<file path="src/rtl/lsu_bus_ctrl_pkg.sv">
// Package: lsu_bus_ctrl_pkg
// Shared definitions for the load/store unit: memory-op codes, FSM state
// encoding, exception cause codes and the op decoder.
//   decode_memop : op code -> {is memory op, store, log2 size, sign-extend}
//   size_lanes   : log2 size -> unshifted byte-lane mask (up to 8 lanes)
package lsu_bus_ctrl_pkg;

  localparam int unsigned MEMOP_NONE = 0;
  localparam int unsigned MEMOP_LB   = 1;
  localparam int unsigned MEMOP_LBU  = 2;
  localparam int unsigned MEMOP_LH   = 3;
  localparam int unsigned MEMOP_LHU  = 4;
  localparam int unsigned MEMOP_LW   = 5;
  localparam int unsigned MEMOP_LWU  = 6;
  localparam int unsigned MEMOP_LD   = 7;
  localparam int unsigned MEMOP_SB   = 8;
  localparam int unsigned MEMOP_SH   = 9;
  localparam int unsigned MEMOP_SW   = 10;
  localparam int unsigned MEMOP_SD   = 11;

  localparam logic [1:0] EXC_NONE        = 2'd0;
  localparam logic [1:0] EXC_ACCESS      = 2'd1;
  localparam logic [1:0] EXC_LD_MISALIGN = 2'd2;
  localparam logic [1:0] EXC_ST_MISALIGN = 2'd3;

  typedef enum logic [1:0] {StIdle, StReq, StWait, StDone} lsu_state_e;

  typedef struct packed {
    logic       mem;   // needs a bus access
    logic       we;    // store
    logic [1:0] size;  // log2 of access size in bytes
    logic       sext;  // sign-extend load result
  } memop_dec_t;

  // Unknown codes, and LD on a 32-bit datapath, decode as NONE.
  function automatic memop_dec_t decode_memop(input int unsigned op, input int unsigned xlen);
    memop_dec_t d;
    d = '0;
    case (op)
      MEMOP_LB:  d = '{mem: 1'b1, we: 1'b0, size: 2'd0, sext: 1'b1};
      MEMOP_LBU: d = '{mem: 1'b1, we: 1'b0, size: 2'd0, sext: 1'b0};
      MEMOP_LH:  d = '{mem: 1'b1, we: 1'b0, size: 2'd1, sext: 1'b1};
      MEMOP_LHU: d = '{mem: 1'b1, we: 1'b0, size: 2'd1, sext: 1'b0};
      MEMOP_LW:  d = '{mem: 1'b1, we: 1'b0, size: 2'd2, sext: 1'b1};
      MEMOP_LWU: d = '{mem: 1'b1, we: 1'b0, size: 2'd2, sext: 1'b0};
      MEMOP_LD: begin
        if (xlen == 64) d = '{mem: 1'b1, we: 1'b0, size: 2'd3, sext: 1'b0};
      end
      MEMOP_SB:  d = '{mem: 1'b1, we: 1'b1, size: 2'd0, sext: 1'b0};
      MEMOP_SH:  d = '{mem: 1'b1, we: 1'b1, size: 2'd1, sext: 1'b0};
      MEMOP_SW:  d = '{mem: 1'b1, we: 1'b1, size: 2'd2, sext: 1'b0};
      MEMOP_SD:  d = '{mem: 1'b1, we: 1'b1, size: 2'd3, sext: 1'b0};
      default:   d = '0;
    endcase
    return d;
  endfunction

  function automatic logic [7:0] size_lanes(input logic [1:0] size);
    logic [7:0] m;
    case (size)
      2'd0:    m = 8'h01;
      2'd1:    m = 8'h03;
      2'd2:    m = 8'h0F;
      default: m = 8'hFF;
    endcase
    return m;
  endfunction

endpackage

</file>
<file path="src/rtl/lsu_load_align.sv">
// Module: lsu_load_align
// Combinational load data extraction: shifts the full aligned bus word right
// by the byte offset and sign/zero-extends the access-sized field to XLEN.
// Ports:
//   rdata  in  XLEN   full aligned word from the bus
//   offset in  OFF_W  byte offset within the word
//   size   in  2      log2 of access size in bytes
//   sext   in  1      1 = sign-extend, 0 = zero-extend
//   data   out XLEN   extended result
module lsu_load_align #(
  parameter int unsigned XLEN  = 64,
  parameter int unsigned OFF_W = $clog2(XLEN / 8)
) (
  input  logic [XLEN-1:0]  rdata,
  input  logic [OFF_W-1:0] offset,
  input  logic [1:0]       size,
  input  logic             sext,
  output logic [XLEN-1:0]  data
);

  logic [XLEN-1:0] shifted;
  logic [XLEN-1:0] keep;
  logic            sign;
  int unsigned     nbits;

  always_comb begin
    // Bytes shifted in from beyond the top lane read as zero.
    shifted = rdata >> {offset, 3'b000};
    nbits   = 32'd8 << size;
    if (nbits > XLEN) nbits = XLEN;
    keep    = (nbits == XLEN) ? '1 : ((XLEN'(1) << nbits) - XLEN'(1));
    sign    = sext & shifted[nbits-1];
    data    = (shifted & keep) | ({XLEN{sign}} & ~keep);
  end

endmodule

</file>
<file path="src/rtl/lsu_bus_ctrl.sv">
// Module: lsu_bus_ctrl
// Load/store unit between execute and writeback. Accepts one op per
// in_valid/in_ready handshake, issues one bus request, waits for the
// response (or timeout) and holds the result until out_ready.
// Optional build macro: LSU_MISALIGN_TRAP_EN -- naturally misaligned accesses
// raise a misaligned exception instead of going to the bus. Without it,
// lanes shifted past the top of the word are dropped.
// Ports:
//   clk, rst (sync, active-low)
//   in_*      op from execute (valid/ready)
//   bus_req_* request channel (valid/ready), aligned addr, lane mask, wdata
//   bus_rsp_* response pulse with read data and error
//   out_*     registered result to writeback (valid/ready)
module lsu_bus_ctrl
  import lsu_bus_ctrl_pkg::*;
#(
  parameter int unsigned XLEN    = 64,
  parameter int unsigned RIDX_W  = 5,
  parameter int unsigned MEMOP_W = 4,
  parameter int unsigned TIMEOUT = 255
) (
  input  logic                clk,
  input  logic                rst,
  input  logic                in_valid,
  output logic                in_ready,
  input  logic [MEMOP_W-1:0]  in_mem_op,
  input  logic [XLEN-1:0]     in_addr,
  input  logic [XLEN-1:0]     in_wdata,
  input  logic [RIDX_W-1:0]   in_rd_idx,
  output logic                bus_req_valid,
  input  logic                bus_req_ready,
  output logic                bus_req_we,
  output logic [XLEN-1:0]     bus_req_addr,
  output logic [XLEN-1:0]     bus_req_wdata,
  output logic [XLEN/8-1:0]   bus_req_mask,
  input  logic                bus_rsp_valid,
  input  logic [XLEN-1:0]     bus_rsp_rdata,
  input  logic                bus_rsp_err,
  output logic                out_valid,
  input  logic                out_ready,
  output logic [XLEN-1:0]     out_data,
  output logic [RIDX_W-1:0]   out_rd_idx,
  output logic                out_is_load,
  output logic                out_exc,
  output logic [1:0]          out_exc_cause
);

  localparam int unsigned NB    = XLEN / 8;
  localparam int unsigned OFF_W = $clog2(NB);
  localparam int unsigned CNT_W = (TIMEOUT > 1) ? $clog2(TIMEOUT) : 1;

  lsu_state_e        state_q;
  logic              we_q;
  logic [1:0]        size_q;
  logic              sext_q;
  logic [OFF_W-1:0]  off_q;
  logic [RIDX_W-1:0] rd_q;
  logic [CNT_W-1:0]  wait_cnt_q;

  memop_dec_t        dec;
  logic [OFF_W-1:0]  in_off;
  logic [7:0]        lanes8;
  logic [NB-1:0]     size_mask;
  logic [XLEN-1:0]   size_bits;
  logic [NB-1:0]     req_mask;
  logic [XLEN-1:0]   req_wdata;
  logic [XLEN-1:0]   req_addr;
  logic [XLEN-1:0]   load_data;
  logic              rsp_fire;
  logic              timeout_hit;
  logic              fault;

  always_comb begin
    dec       = decode_memop(32'(in_mem_op), XLEN);
    in_off    = in_addr[OFF_W-1:0];
    lanes8    = size_lanes(dec.size);
    size_mask = lanes8[NB-1:0];
    for (int i = 0; i < NB; i++) size_bits[8*i +: 8] = {8{size_mask[i]}};
    // Left shifts truncate at the top lane: straddling bytes are dropped.
    req_mask  = size_mask << in_off;
    req_wdata = (in_wdata & size_bits) << {in_off, 3'b000};
    req_addr  = in_addr & ~XLEN'(NB - 1);
  end

`ifdef LSU_MISALIGN_TRAP_EN
  logic [OFF_W-1:0] align_lo;
  logic             misalign;
  always_comb begin
    align_lo = OFF_W'((8'd1 << dec.size) - 8'd1);
    misalign = |(in_off & align_lo);
  end
`endif

  // A response in REQ counts only together with the request handshake.
  assign rsp_fire    = bus_rsp_valid &
                       (((state_q == StReq) & bus_req_ready) | (state_q == StWait));
  assign timeout_hit = (TIMEOUT != 0) && (state_q == StWait) && !bus_rsp_valid &&
                       (32'(wait_cnt_q) == TIMEOUT - 1);
  assign fault       = timeout_hit | bus_rsp_err;
  assign in_ready    = (state_q == StIdle);

  lsu_load_align #(
    .XLEN  (XLEN),
    .OFF_W (OFF_W)
  ) u_load_align (
    .rdata  (bus_rsp_rdata),
    .offset (off_q),
    .size   (size_q),
    .sext   (sext_q),
    .data   (load_data)
  );

  always_ff @(posedge clk) begin
    if (!rst) begin
      state_q       <= StIdle;
      we_q          <= 1'b0;
      size_q        <= 2'd0;
      sext_q        <= 1'b0;
      off_q         <= '0;
      rd_q          <= '0;
      wait_cnt_q    <= '0;
      bus_req_valid <= 1'b0;
      bus_req_we    <= 1'b0;
      bus_req_addr  <= '0;
      bus_req_wdata <= '0;
      bus_req_mask  <= '0;
      out_valid     <= 1'b0;
      out_data      <= '0;
      out_rd_idx    <= '0;
      out_is_load   <= 1'b0;
      out_exc       <= 1'b0;
      out_exc_cause <= EXC_NONE;
    end else begin
      case (state_q)
        StIdle: begin
          if (in_valid) begin
            we_q   <= dec.we;
            size_q <= dec.size;
            sext_q <= dec.sext;
            off_q  <= in_off;
            rd_q   <= in_rd_idx;
            if (!dec.mem) begin
              state_q       <= StDone;
              out_valid     <= 1'b1;
              out_data      <= '0;
              out_rd_idx    <= in_rd_idx;
              out_is_load   <= 1'b0;
              out_exc       <= 1'b0;
              out_exc_cause <= EXC_NONE;
            end
`ifdef LSU_MISALIGN_TRAP_EN
            else if (misalign) begin
              state_q       <= StDone;
              out_valid     <= 1'b1;
              out_data      <= '0;
              out_rd_idx    <= in_rd_idx;
              out_is_load   <= 1'b0;
              out_exc       <= 1'b1;
              out_exc_cause <= dec.we ? EXC_ST_MISALIGN : EXC_LD_MISALIGN;
            end
`endif
            else begin
              state_q       <= StReq;
              bus_req_valid <= 1'b1;
              bus_req_we    <= dec.we;
              bus_req_addr  <= req_addr;
              bus_req_wdata <= req_wdata;
              bus_req_mask  <= req_mask;
            end
          end
        end
        StReq: begin
          if (bus_req_ready) begin
            bus_req_valid <= 1'b0;
            wait_cnt_q    <= '0;
            state_q       <= bus_rsp_valid ? StDone : StWait;
          end
        end
        StWait: begin
          if (rsp_fire || timeout_hit) state_q <= StDone;
          else                         wait_cnt_q <= wait_cnt_q + CNT_W'(1);
        end
        StDone: begin
          if (out_ready) begin
            state_q   <= StIdle;
            out_valid <= 1'b0;
          end
        end
        default: state_q <= StIdle;
      endcase

      if (rsp_fire || timeout_hit) begin
        out_valid     <= 1'b1;
        out_rd_idx    <= rd_q;
        out_exc       <= fault;
        out_exc_cause <= fault ? EXC_ACCESS : EXC_NONE;
        out_is_load   <= !fault && !we_q;
        out_data      <= (fault || we_q) ? '0 : load_data;
      end
    end
  end

endmodule
</file>
<file path="config.mk">
export PLATFORM = sky130hd
export DESIGN_NAME = lsu_bus_ctrl
export DESIGN_NICKNAME = d
export VERILOG_FILES = /design/src/rtl/lsu_bus_ctrl_pkg.sv /design/src/rtl/lsu_load_align.sv /design/src/rtl/lsu_bus_ctrl.sv
export SDC_FILE = /design/constraint.sdc
export NUM_CORES = 1
export LEC_CHECK = 0
export BUFFER_PORTS_ARGS = -buffer_cell sky130_fd_sc_hd__buf_2
export CAP_MARGIN = 0
export CORE_AREA = 2 2 164 166
export CTS_CLUSTER_SIZE = 20
export DETAILED_ROUTE_END_ITERATION = 10
export DIE_AREA = 0 0 166 168
export GPL_TIMING_DRIVEN = 1
export PLACE_DENSITY = 0.74
export SLEW_MARGIN = 10
export SYNTH_ARGS = -nofsm -noshare
export SYNTH_HDL_FRONTEND = slang
export SYNTH_SLANG_ARGS = --single-unit
</file>
<file path="constraint.sdc">
create_clock -name clk -period 6.1 [get_ports clk]
set_input_delay 1.22 -clock clk [delete_from_list [all_inputs] [get_ports clk]]
set_output_delay 1.22 -clock clk [all_outputs]
set_load 0.1 [all_outputs]
</file>
# ---- Word-level counts from Yosys, hierarchy flattened
# Cells that the tools add are included.
dict set report op_classes {
  n_addsub 3
  n_lt_le_gt_ge 2
  eq_ne 28
  shifts 5
  n_mux 44
  bitwise 10
  n_reduce_logical 22
}
# op count
set ops {}
lappend ops {{64-bit 2-to-1 mux} 6}
lappend ops {{64-bit AND} 3}
lappend ops {{64-bit inverter} 1}
lappend ops {{64-bit OR} 1}
lappend ops {{1-bit by 32-bit << shifter with 64-bit output, first input constant} 1}
lappend ops {{64-bit by 6-bit << shifter with 64-bit output} 1}
lappend ops {{64-bit by 6-bit right shift with 64-bit output} 1}
lappend ops {{64-bit by 1-bit subtractor with 64-bit output, second input constant} 1}
lappend ops {{5-bit case mux with 11 select lines} 1}
lappend ops {{32-bit by 7-bit equality test with 1-bit output, second input constant} 1}
lappend ops {{32-bit by 7-bit greater-than comparator with 1-bit output, second input constant} 1}
lappend ops {{32-bit by 7-bit < comparator with 1-bit output, second input constant} 1}
lappend ops {{32-bit 2-to-1 mux} 1}
lappend ops {{4-bit by 2-bit << shifter with 32-bit output, first input constant} 1}
lappend ops {{32-bit by 1-bit subtractor with 32-bit output, second input constant} 1}
lappend ops {{8-bit case mux with 3 select lines} 1}
lappend ops {{5-bit 2-to-1 mux} 4}
lappend ops {{2-bit 2-to-1 mux} 9}
lappend ops {{4-bit by 3-bit equality test with 1-bit output, second input constant} 4}
lappend ops {{4-bit equality test, second input constant} 4}
lappend ops {{8-bit 2-to-1 mux} 2}
lappend ops {{8-bit case mux with 2 select lines} 1}
lappend ops {{1-bit 2-to-1 mux} 15}
lappend ops {{4-bit AND reduction} 3}
lappend ops {{other kinds (24)} 49}
dict set report totals {
  regBits 231
}

# ---- Logic depth before layout (Yosys ltp)
# Gate-level depths: netlist of the first run.
dict set report depth {
  word_depth 11
  mapped_depth 10
}

# ---- Cells and area by module
# Synthesis of the first run repeated with hierarchy kept, for this count alone.
dict set report unflattened {
  hier_cells 1490
  area_unflattened_um2 12553.3
}
# mod n_inst cells_each area_each_um2 seq_area_each_um2
set by_module_without_submodules {}
lappend by_module_without_submodules {lsu_bus_ctrl 1 1200 10282.4 4584.4}
lappend by_module_without_submodules {lsu_load_align 1 290 2270.9 0.0}

# ---- Worst setup path before layout of the first run
# Ideal clock, no wire load.
dict set report synth_path {
  kind {input to register}
  from {input in_mem_op[0]}
  to {register out_data[51]}
  setup_ns 0.122
  arrival_ns 2.784
  slack_ns 3.194
  cell_stages 7
  n_path_buf 3
  path_cell_list {or4_1 > buf_2 > a21oi_4 > nor4_1 > buf_2 > buf_6 > a221o_1}
}
dict set report synth_between {
  elab_chain_cells 4
  word_cells_on_any_way 14
}
# item line_no
set synth_rtl {}
lappend synth_rtl {{from (decl)} lsu_bus_ctrl.sv:26} ;# input logic [MEMOP_W-1:0] in_mem_op,
lappend synth_rtl {{4-bit equality test, or another cell as far along} lsu_bus_ctrl_pkg.sv:39} ;# case (op)
lappend synth_rtl {{5-bit case mux with 11 select lines *} lsu_bus_ctrl_pkg.sv:39}
lappend synth_rtl {{2-bit by 1-bit inequality test with 1-bit output (no source line) *} -}
lappend synth_rtl {{3-bit AND reduction (no source line) *} -}
lappend synth_rtl {{to (signal assigned)} lsu_bus_ctrl.sv:198} ;# out_data <= (fault || we_q) ? '0 : load_data;
lappend synth_rtl {{to (decl)} lsu_bus_ctrl.sv:41} ;# output logic [XLEN-1:0] out_data,
# Every way passes the cells marked *; elsewhere a longest branch is shown, timed or not.
# A chain may end at the register's enable or synchronous reset.

# ---- Worst setup path after layout of the first run
dict set report layout_path {
  from {input in_valid}
  to {register bus_req_wdata[60]}
}
dict set report layout_between {
  elab_chain_cells 1
}
# item line_no
set layout_rtl {}
lappend layout_rtl {{from (decl)} lsu_bus_ctrl.sv:24} ;# input logic in_valid,
lappend layout_rtl {{3-bit AND reduction (no source line)} -}
lappend layout_rtl {{to (signal assigned)} lsu_bus_ctrl.sv:167} ;# bus_req_wdata <= req_wdata;
lappend layout_rtl {{to (decl)} lsu_bus_ctrl.sv:34} ;# output logic [XLEN-1:0] bus_req_wdata,
# No other way between the ends.

==> flow_metrics.env, run 1 <==
export IMPL_status="finished clean"
export IMPL_grt_pass1_vias=11860
export IMPL_synthTopCellsByArea="dfxtp_1 (39%), nand2_1 (7.4%), a21oi_1 (6.7%), mux2i_1 (5.8%), mux4_2 (4.4%)"
export IMPL_final_util=0.5595
export IMPL_relSlewSlack=0.1448
export IMPL_hold_path_class="register to register"
export IMPL_rsz0062_at_grt="false"
export IMPL_power_density_nw_per_um2=378.4
export IMPL_cp_start_kind="primary input"
export IMPL_ys_seq_area_frac=0.3872
export IMPL_ys_types=77
export IMPL_fp_coreArea_sq_um=26350
export IMPL_finClkSkew_ps=9.990
export IMPL_cts_resized=0
export IMPL_worstSetupPathType="primary input to register"
export IMPL_antenna_found_initial=2
export IMPL_drv_cap=0
export IMPL_gp_congestion=0.9893
export IMPL_htree_levels=1
export IMPL_drt_pre_antenna_iters=8
export IMPL_nets=1930
export IMPL_wl_per_cell_um=21.88
export IMPL_clock_fmax_mhz=271.1
export IMPL_finalCritPeriodShare=0.6047
export IMPL_setup_viol=0
export IMPL_ys_seq_elements=229
export IMPL_clock_root_buffer="clkbuf_16"
export IMPL_worstMarginPinSlew_ps=1273
export IMPL_placementRows=60
export IMPL_clk_pin_slew_ps=60
export IMPL_start_util=0.4493
export IMPL_portBuffers=416
export IMPL_async_flop_share=0
export IMPL_synth_edf_count=0
export IMPL_grt_max_degree=105
export IMPL_cts_tree="yes"
export IMPL_cp_required_ps=6540
export IMPL_drt_initial_drc_count=1469
export IMPL_die_x_um=166
export IMPL_cts_hold_buf=0
export IMPL_die_area_sq_um=27890
export IMPL_syn_to_final_growth_pct=24.53
export IMPL_cp_end_kind="register"
export IMPL_wl_um=45450
export IMPL_pin_count=421
export IMPL_cts_path_max_buffers=3
export IMPL_min_period_ps=3689
export IMPL_layout_drive_gt1_share=0.3189
export IMPL_crit_arrival_ps=4130
export IMPL_crit_fanout=19
export IMPL_synth_flop_cell="dfxtp_1"
export IMPL_grt_pass1_wl_um=68880
export IMPL_syn_avg_cell_area_sq_um=8.617
export IMPL_grt_util_all_layers=0.3075
export IMPL_dp_hpwl_um=33130
export IMPL_fp_dieH_um=168
export IMPL_cts_made_buffers=26
export IMPL_synth_area_sq_um=11840
export IMPL_postRouteAntennaNets=0
export IMPL_clock_sinks=229
export IMPL_num_vias=12500
export IMPL_yosys_area_top_type_share=0.3872
export IMPL_cts_setup_buffers=0
export IMPL_slew_violations=0
export IMPL_fin_setup_tns_ps=0
export IMPL_drc=0
export IMPL_yosysTopAreaCell="dfxtp_1"
export IMPL_ir_worst_vdd_mv=0.2698
export IMPL_via_per_inst=6.019
export IMPL_ys_warn_count=0
export IMPL_synthCells=1374
export IMPL_grt_ovfl_total=0
export IMPL_p_leak_uw=0.006297
export IMPL_clk_latency_ps=520
export IMPL_hold_viol_final=0
[state kept, by name, summed over array words and instances, names as in the netlist, 2 cells and up]
name,flops
bus_req_addr,61
bus_req_mask,8
bus_req_wdata,64
off_q,3
out_data,64
out_rd_idx,5
rd_q,5
size_q,2
state_q,2
wait_cnt_q,8
[critical path, stage by stage]
cell	delay [ps]
buf_2	110
and2_1	610
nand4_1	600
nor3_1	1190
a221oi_1	190
a21oi_1	210
[report_power, final]
| part | internal (uW) | switching, uW | total [uW] | leakage, uW |
|---|---|---|---|---|
| registers | 1650 | 132 | 1780 | 0.00186 |
| clock network | 886 | 631 | 1520 | 0.000414 |
| logic | 518 | 1770 | 2280 | 0.00402 |
[cell type report]
cell class / count / area (sq um)
Fill cell: 2446 / 11610
Multi-Input combinational cell: 1009 / 6626
Sequential cell: 229 / 4589
Timing Repair Buffer: 430 / 2187
Clock buffer: 35 / 734.5
Tap cell: 341 / 426.7
Clock inverter: 11 / 97.59
Inverter: 20 / 77.57
Antenna cell: 2 / 5.005
[kinds of logic after synthesis]
kind of cell	after synthesis	share of synthesized area
buffers and inverters	139	0.05611
AOI/OAI and AO/OA	415	0.2436
and+or+nand+nor	450	0.1662
adders and majority gates	7	0.007186
xor gates and xnor gates	8	0.005918
muxes	125	0.1335
other	1	0.0003167
DFF	229	0.3872
[layout by cell type, fill, tap and decap left out, types with 28 or more instances in the layout]
cell type    n
o21ai_0     41
mux2i_1     69
a21oi_1    159
nand2_1    234
dfxtp_1    227
mux2_2      33
buf_2      416
nand3_1     28
nor3_1      32
a22oi_1     30
a221o_1     42
nor2_1      92
[metrics by stage]
step | setup slack (ps) | total power, uW | hold slack, ps | instances | area, sq um
after CTS | 2591 | 5593 | 449.3 | 2075 | 14740
after global routing | 2203 | 5803 | 464.7 | 2075 | 14740
final | 2411 | 5579 | 449.8 | 2077 | 14740
after detailed placement | 2035 | 4074 | 442.9 | 2029 | 13910
after global placement | 2093 | 4047 | 437.5 | 2029 | 13910
after floorplan | 3194 | 3604 | 436.7 | 1377 | 11850
[routing by layer]
metal / up-vias / GRT usage / share of wire
li1: 5738 / - / -
met1: 5904 / 0.3843 / 0.39
met2: 724 / 0.5145 / 0.47
met3: 136 / 0.06300 / 0.089
met4: 0 / 0.1372 / 0.048
met5: - / 0 / 0
[path summary, 6_finish.rpt]
check	startpoint	to	slack [ps]	cells after the start
hold reg to reg	bus_req_wdata[1]	bus_req_wdata[1]	450	2
hold / removal	bus_req_wdata[1]	bus_req_wdata[1]	450	2
setup reg to reg	state_q[0]	bus_req_wdata[60]	2420	7
setup / recovery	in_valid	bus_req_wdata[60]	2410	6
[synthesized netlist by cell type (all sizes together) (3+ instances only)]
cell and instances:
mux2i 69, o22ai 3, o21ai 44, a211oi 12
nor2 92, nand3 30, clkbuf 65, o31a 7
a22oi 30, a311oi 7, a32oi 14, xnor2 7
ha 6, nand2 234, nor3 34, o32ai 3
o221ai 10, nand2b 4, a221oi 25, o221a 6
nand3b 3, o21a 12, nor4 5, buf 54
and2 15, a2bb2oi 9, a21oi 160, and3 6
or4 3, o2bb2ai 3, mux2 33, dfxtp 229
nor2b 9, a221o 42, o211ai 6, nand4 6
mux4 23, a2111oi 3, inv 19
No activity file was read; power rests on OpenSTA's default activity.
==> inputs of run 2 (changes only) <==
--- a/config.mk
+++ b/config.mk
@@ -7,12 +7,12 @@
 export LEC_CHECK = 0
 export BUFFER_PORTS_ARGS = -buffer_cell sky130_fd_sc_hd__buf_2
 export CAP_MARGIN = 0
-export CORE_AREA = 2 2 164 166
+export CORE_MARGIN = 2
+export CORE_UTILIZATION = 46
 export CTS_CLUSTER_SIZE = 20
 export DETAILED_ROUTE_END_ITERATION = 10
-export DIE_AREA = 0 0 166 168
 export GPL_TIMING_DRIVEN = 1
-export PLACE_DENSITY = 0.74
+export PLACE_DENSITY = 0.78
 export SLEW_MARGIN = 10
 export SYNTH_ARGS = -nofsm -noshare
 export SYNTH_HDL_FRONTEND = slang
==> constraint.sdc (replaced) <==
create_clock -name clk -period 3.2 [get_ports clk]
set_input_delay 0.64 -clock clk [delete_from_list [all_inputs] [get_ports clk]]
set_output_delay 0.64 -clock clk [all_outputs]
set_load 0.1 [all_outputs]
==> run 2 against run 1 <==
Final area grew 2.3%. Total power grew 100%. Flip-flop and latch count is the same. Non-clock buffer count grew 29. Sequential share of layout area shrank 0.69 points. Die area shrank 3.0%. Clock power grew 120%. Global-route usage grew 2.3 points. Routed wire length grew 3.4%. Register-to-register slack lost 1900 ps. Clock skew shrank 1.6 ps. Highest routed layer unchanged.
==> flow_metrics.env, run 2 (same netlist as run 1, synthesis figures left out) <==
export IMPL_status="finished clean"
export IMPL_die_area_sq_um=27040
export IMPL_clock_fmax_mhz=367.9
export IMPL_cp_end_kind="register"
export IMPL_setup_viol=0
export IMPL_finClkSkew_ps=8.414
export IMPL_final_cell_count_no_fill=2096
export IMPL_clock_sinks=229
export IMPL_crit_slowest_cell="o311ai_4"
export IMPL_portBuffers=416
export IMPL_hold_viol_final=0
export IMPL_combPwrFrac=0.403
export IMPL_worstMarginPinSlew_ps=1243
export IMPL_cp_cell_sequence="inv_1 > ha_1 > a21o_1 > nand3_1 > o311ai_4 > buf_4 > a221o_1"
export IMPL_fin_setup_tns_ps=0
export IMPL_finalCritPeriodShare=0.8495
export IMPL_reg_top3="bus_req_wdata x64, out_data x64, bus_req_addr x61"
export IMPL_drv_cap=0
export IMPL_start_util=0.4688
export IMPL_p_int_uw=6255
export IMPL_clock_root_buffer="clkbuf_16"
export IMPL_dp_hpwl_um=34870
export IMPL_cts_hold_buf=0
export IMPL_placementRows=58
export IMPL_worstSetupPathType="register to register"
export IMPL_hold_path_class="primary input to register"
export IMPL_drt_initial_drc_count=1671
export IMPL_clkPwrFrac=0.294
export IMPL_antenna_found_initial=2
export IMPL_power_switching_uw=4888
export IMPL_min_period_ps=2718
export IMPL_slew_violations=0
export IMPL_clk_latency_ps=530
export IMPL_gp_congestion=0.9559
export IMPL_netSwitchingFraction=0.4387
export IMPL_cts_setup_buffers=0
export IMPL_drt_pre_antenna_iters=6
export IMPL_via_per_inst=6.091
export IMPL_crit_fanout=22
export IMPL_relSlewSlack=0.1650
export IMPL_final_cell_mix="buf_2 (416), nand2_1 (234), dfxtp_1 (227)"
export IMPL_rsz0062_at_grt="false"
export IMPL_num_vias=12770
export IMPL_grt_max_degree=147
export IMPL_power_density_nw_per_um2=739.0
export IMPL_wl_um=46990
export IMPL_p_leak_uw=0.006498
export IMPL_worst_path_buf_inv=2
export IMPL_crit_arrival_ps=3190
export IMPL_grt_ovfl_total=0
export IMPL_grt_pass1_vias=12160
export IMPL_ir_worst_vdd_mv=0.6041
export IMPL_grt_pass1_wl_um=69560
export IMPL_grt_util_all_layers=0.3307
export IMPL_placed_cells=2047
export IMPL_htree_levels=1
export IMPL_drc=0
export IMPL_nets=1959
export IMPL_wl_per_cell_um=22.42
export IMPL_seqPwrFrac=0.303
export IMPL_cp_start_kind="register"
export IMPL_postRouteAntennaNets=0
export IMPL_cts_path_max_buffers=3
export IMPL_mostFrequentLayoutCell="buf_2"
export IMPL_die_x_um=164.4
export IMPL_cts_tree="yes"
export IMPL_crit_family="compound AO/OA/AOI/OAI gates"
export IMPL_layout_drive_gt1_share=0.3305
export IMPL_final_util=0.5971
export IMPL_pin_count=421
export IMPL_fp_dieH_um=164.4
export IMPL_syn_to_final_growth_pct=27.35
export IMPL_cts_made_buffers=26
export IMPL_max_stage_delay_ps=960
export IMPL_hold_ws_ps=347.8
export IMPL_cts_resized=0
export IMPL_fp_coreArea_sq_um=25250
export IMPL_cp_required_ps=3670
export IMPL_clk_pin_slew_ps=60
-- run 2: changes by cell type in the layout (fill, tap and decap cells not counted), sizes merged --
cell,change
clkbuf,+5
bufinv,+3
clkinvlp,-1
buf,+29
clkinv,-6
-- run 2: per-stage QoR --
| step | total power, uW | setup WS [ps] | cell area, sq um |
|---|---|---|---|
| floorplan | 6869 | 358.6 | 11850 |
| global placement | 7813 | 291.5 | 14120 |
| detailed placement | 7863 | 225.3 | 14120 |
| CTS | 11130 | 531.2 | 15070 |
| global route | 11530 | 295.5 | 15070 |
| finish | 11140 | 481.7 | 15080 |
-- run 2: area by class of cell --
| cell class | count | area, sq um |
|---|---|---|
| clock buffer | 40 | 814.5 |
| multi-input combinational | 1009 | 6626 |
| fill | 2326 | 10180 |
| clock inverter | 7 | 135.1 |
| sequential | 229 | 4589 |
| tap | 330 | 412.9 |
| antenna | 2 | 5.005 |
| timing repair buffer | 459 | 2417 |
| inverter | 20 | 77.57 |
-- run 2: power groups by stage --
| stage | clock network (uW) | logic (uW) | registers [uW] |
|---|---|---|---|
| 2_1_floorplan | 0 | 1840 | 5020 |
| 3_3_place_gp | 0 | 4400 | 3410 |
| 3_5_place_dp | 0 | 4440 | 3420 |
| 4_1_cts | 3310 | 4450 | 3360 |
| 5_1_grt | 3410 | 4710 | 3400 |
| 6_report | 3280 | 4490 | 3370 |
-- run 2: worst reg2reg max path, delay by kind of cell (launching register included) --
kind | cells | cell delay (ps)
buffers and inverters | 2 | 450
AO/OA/AOI/OAI | 3 | 1380
adder cells (fa/ha/maj) | 1 | 260
flip-flops | 1 | 340
AND/OR/NAND/NOR | 1 | 220
-- run 2: path summary, 6_finish.rpt --
kind / end / cells past startpoint / slack, ps / startpoint
hold / removal: bus_req_addr[51] / 3 / 350 / in_addr[51]
hold reg to reg: bus_req_wdata[4] / 2 / 450 / bus_req_wdata[4]
setup / recovery: out_data[49] / 7 / 480 / state_q[1]
setup reg to reg: out_data[49] / 7 / 480 / state_q[1]
-- run 2: routing by layer --
metal	global-route usage	vias to the layer above	wire length, um
li1	-	5800	-
met1	0.3963	5998	17540
met2	0.5561	801	22110
met3	0.07659	167	4767
met4	0.1668	0	2580
met5	0	-	0
==> inputs of run 3 (changes only) <==
--- a/config.mk
+++ b/config.mk
@@ -7,12 +7,12 @@
 export LEC_CHECK = 0
 export BUFFER_PORTS_ARGS = -buffer_cell sky130_fd_sc_hd__buf_2
 export CAP_MARGIN = 0
-export CORE_MARGIN = 2
-export CORE_UTILIZATION = 46
+export CORE_AREA = 2 2 165 167
 export CTS_CLUSTER_SIZE = 20
 export DETAILED_ROUTE_END_ITERATION = 10
+export DIE_AREA = 0 0 167 169
 export GPL_TIMING_DRIVEN = 1
-export PLACE_DENSITY = 0.78
+export PLACE_DENSITY = 0.73
 export SLEW_MARGIN = 10
 export SYNTH_ARGS = -nofsm -noshare
 export SYNTH_HDL_FRONTEND = slang
==> constraint.sdc (replaced) <==
create_clock -name clk -period 2.7 [get_ports clk]
set_input_delay 0.54 -clock clk [delete_from_list [all_inputs] [get_ports clk]]
set_output_delay 0.54 -clock clk [all_outputs]
set_load 0.1 [all_outputs]
==> run 3 against run 2 <==
Critical path depth down 1. Sequential power up 18%. Critical endpoint is now out_data[58]. Worst setup slack worse by 280 ps. Routed wire length down 0.70%. Total power up 16%. Critical path type unchanged. Cell count up 1.6%. Final area up 1.3%. Fmax up 8.8%. Hold slack worse by 110 ps.
==> flow_metrics.env, run 3 (same netlist as run 1, synthesis figures left out) <==
export IMPL_status="finished clean"
export IMPL_fp_coreArea_sq_um=26500
export IMPL_clk_latency_ps=540
export IMPL_drc=0
export IMPL_placed_cells=2083
export IMPL_wl_um=46660
export IMPL_pin_count=421
export IMPL_final_cell_mix="buf_2 (416), nand2_1 (234), dfxtp_1 (227)"
export IMPL_grt_util_all_layers=0.3137
export IMPL_clk_pin_slew_ps=60
export IMPL_fp_dieH_um=169
export IMPL_finalCritPeriodShare=0.9250
export IMPL_clock_root_buffer="clkbuf_16"
export IMPL_slew_violations=0
export IMPL_clock_sinks=229
export IMPL_die_area_sq_um=28220
export IMPL_max_stage_delay_ps=550
export IMPL_fin_setup_tns_ps=0
export IMPL_cp_end_kind="register"
export IMPL_nFillCells=2405
export IMPL_antenna_found_initial=1
export IMPL_drt_initial_drc_count=1532
export IMPL_htree_levels=1
export IMPL_grt_max_degree=147
export IMPL_p_leak_uw=0.006594
export IMPL_power_density_nw_per_um2=849.0
export IMPL_placementRows=60
export IMPL_worstMarginPinSlew_ps=1142
export IMPL_ir_worst_vdd_mv=0.6119
export IMPL_clock_fmax_mhz=400.4
export IMPL_hold_ws_ps=237.6
export IMPL_hold_viol_final=0
export IMPL_num_vias=12870
export IMPL_min_period_ps=2497
export IMPL_cts_made_buffers=26
export IMPL_worstSetupPathType="register to register"
export IMPL_wl_per_cell_um=21.92
export IMPL_hold_path_class="primary input to register"
export IMPL_fin_area_sq_um=15280
export IMPL_drt_pre_antenna_iters=5
export IMPL_syn_to_final_growth_pct=29.02
export IMPL_portBuffers=416
export IMPL_cts_hold_buf=0
export IMPL_gp_congestion=0.9631
export IMPL_final_cell_count_no_fill=2129
export IMPL_grt_pass1_vias=12190
export IMPL_reg_top3="bus_req_wdata x64, out_data x64, bus_req_addr x61"
export IMPL_cp_start_kind="register"
export IMPL_crit_slowest_cell="dfxtp_2"
export IMPL_relSlewSlack=0.2356
export IMPL_antennaDiodeCount=0
export IMPL_cts_path_max_buffers=3
export IMPL_setup_viol=0
export IMPL_cp_cell_sequence="buf_4 > nand2b_1 > o221ai_1 > o311ai_4 > buf_12 > a221o_1"
export IMPL_dp_hpwl_um=34830
export IMPL_postRouteAntennaNets=0
export IMPL_placed_area_sq_um=14430
export IMPL_nets=1984
export IMPL_rsz0062_at_grt="false"
export IMPL_crit_arrival_ps=2910
export IMPL_finClkSkew_ps=12.31
export IMPL_crit_fanout=36
export IMPL_mostFrequentLayoutCell="buf_2"
export IMPL_cts_setup_buffers=0
export IMPL_grt_pass1_wl_um=70550
export IMPL_cts_tree="yes"
export IMPL_layout_drive_gt1_share=0.3406
export IMPL_grt_ovfl_total=0
export IMPL_cp_required_ps=3110
export IMPL_start_util=0.4468
export IMPL_drv_cap=0
export IMPL_die_x_um=167
export IMPL_via_per_inst=6.047
## run 3: changes by cell type in the layout (fill, tap and decap cells not counted), sizes merged
cell and delta:
buf +25, diode -2, clkinvlp +2, clkbuf -6, clkinv +5, bufinv -2
## run 3: metrics by stage
stage                     setup slack (ps)    util  total power [uW]
after global routing                 40.24  0.5764             13480
after detailed placement             34.19  0.5446              9467
after CTS                            263.2  0.5764             12980
after global placement               90.67  0.5444              9408
after floorplan                      264.9       -              8147
final                                202.6  0.5764             12970
## run 3: timing repair
item,CTS,global route
endpoints found under the hold margin,0,0
endpoints found under the setup margin,1,0
gates resized for setup,1,0
## run 3: area by class of cell
class,instances,area [sq um],area share
inverters,20,77.57,0.005078
clock buffers,34,710.7,0.04652
repair buffers,484,2705,0.1771
multi-input cells,1009,6640,0.4347
well taps,341,426.7,0.02793
flip-flops and latches,229,4589,0.3004
clock inverters,12,126.4,0.008273
## run 3: layer usage
layer  part of all wire  track usage
met1               0.39       0.3996
met2               0.47       0.5160
met3              0.098      0.06056
met4              0.047       0.1443
met5            0.00015            0
## run 3: final timing paths
path	startpoint	to	slack (ps)	depth (start not counted)
worst max-delay path	off_q[1]	out_data[58]	200	6
worst min-delay path	in_addr[35]	bus_req_addr[35]	240	3
worst max register to register	off_q[1]	out_data[58]	200	6
worst min register to register	bus_req_wdata[7]	bus_req_wdata[7]	450	2
## run 3: power breakdown
group | internal, uW | total, uW | switching (uW) | leakage (uW)
combinational | 1360 | 5480 | 4110 | 0.00432
clock | 2040 | 3520 | 1480 | 0.000411
sequential | 3720 | 3970 | 256 | 0.00186
## run 3: worst max-delay path, delay by kind of cell, from the launching register on
| family | cells | cell delay, ps |
|---|---|---|
| AND/OR/NAND/NOR | 1 | 140 |
| buffers and inverters | 2 | 760 |
| AO/OA/AOI/OAI | 3 | 910 |
| flip-flops | 1 | 550 |
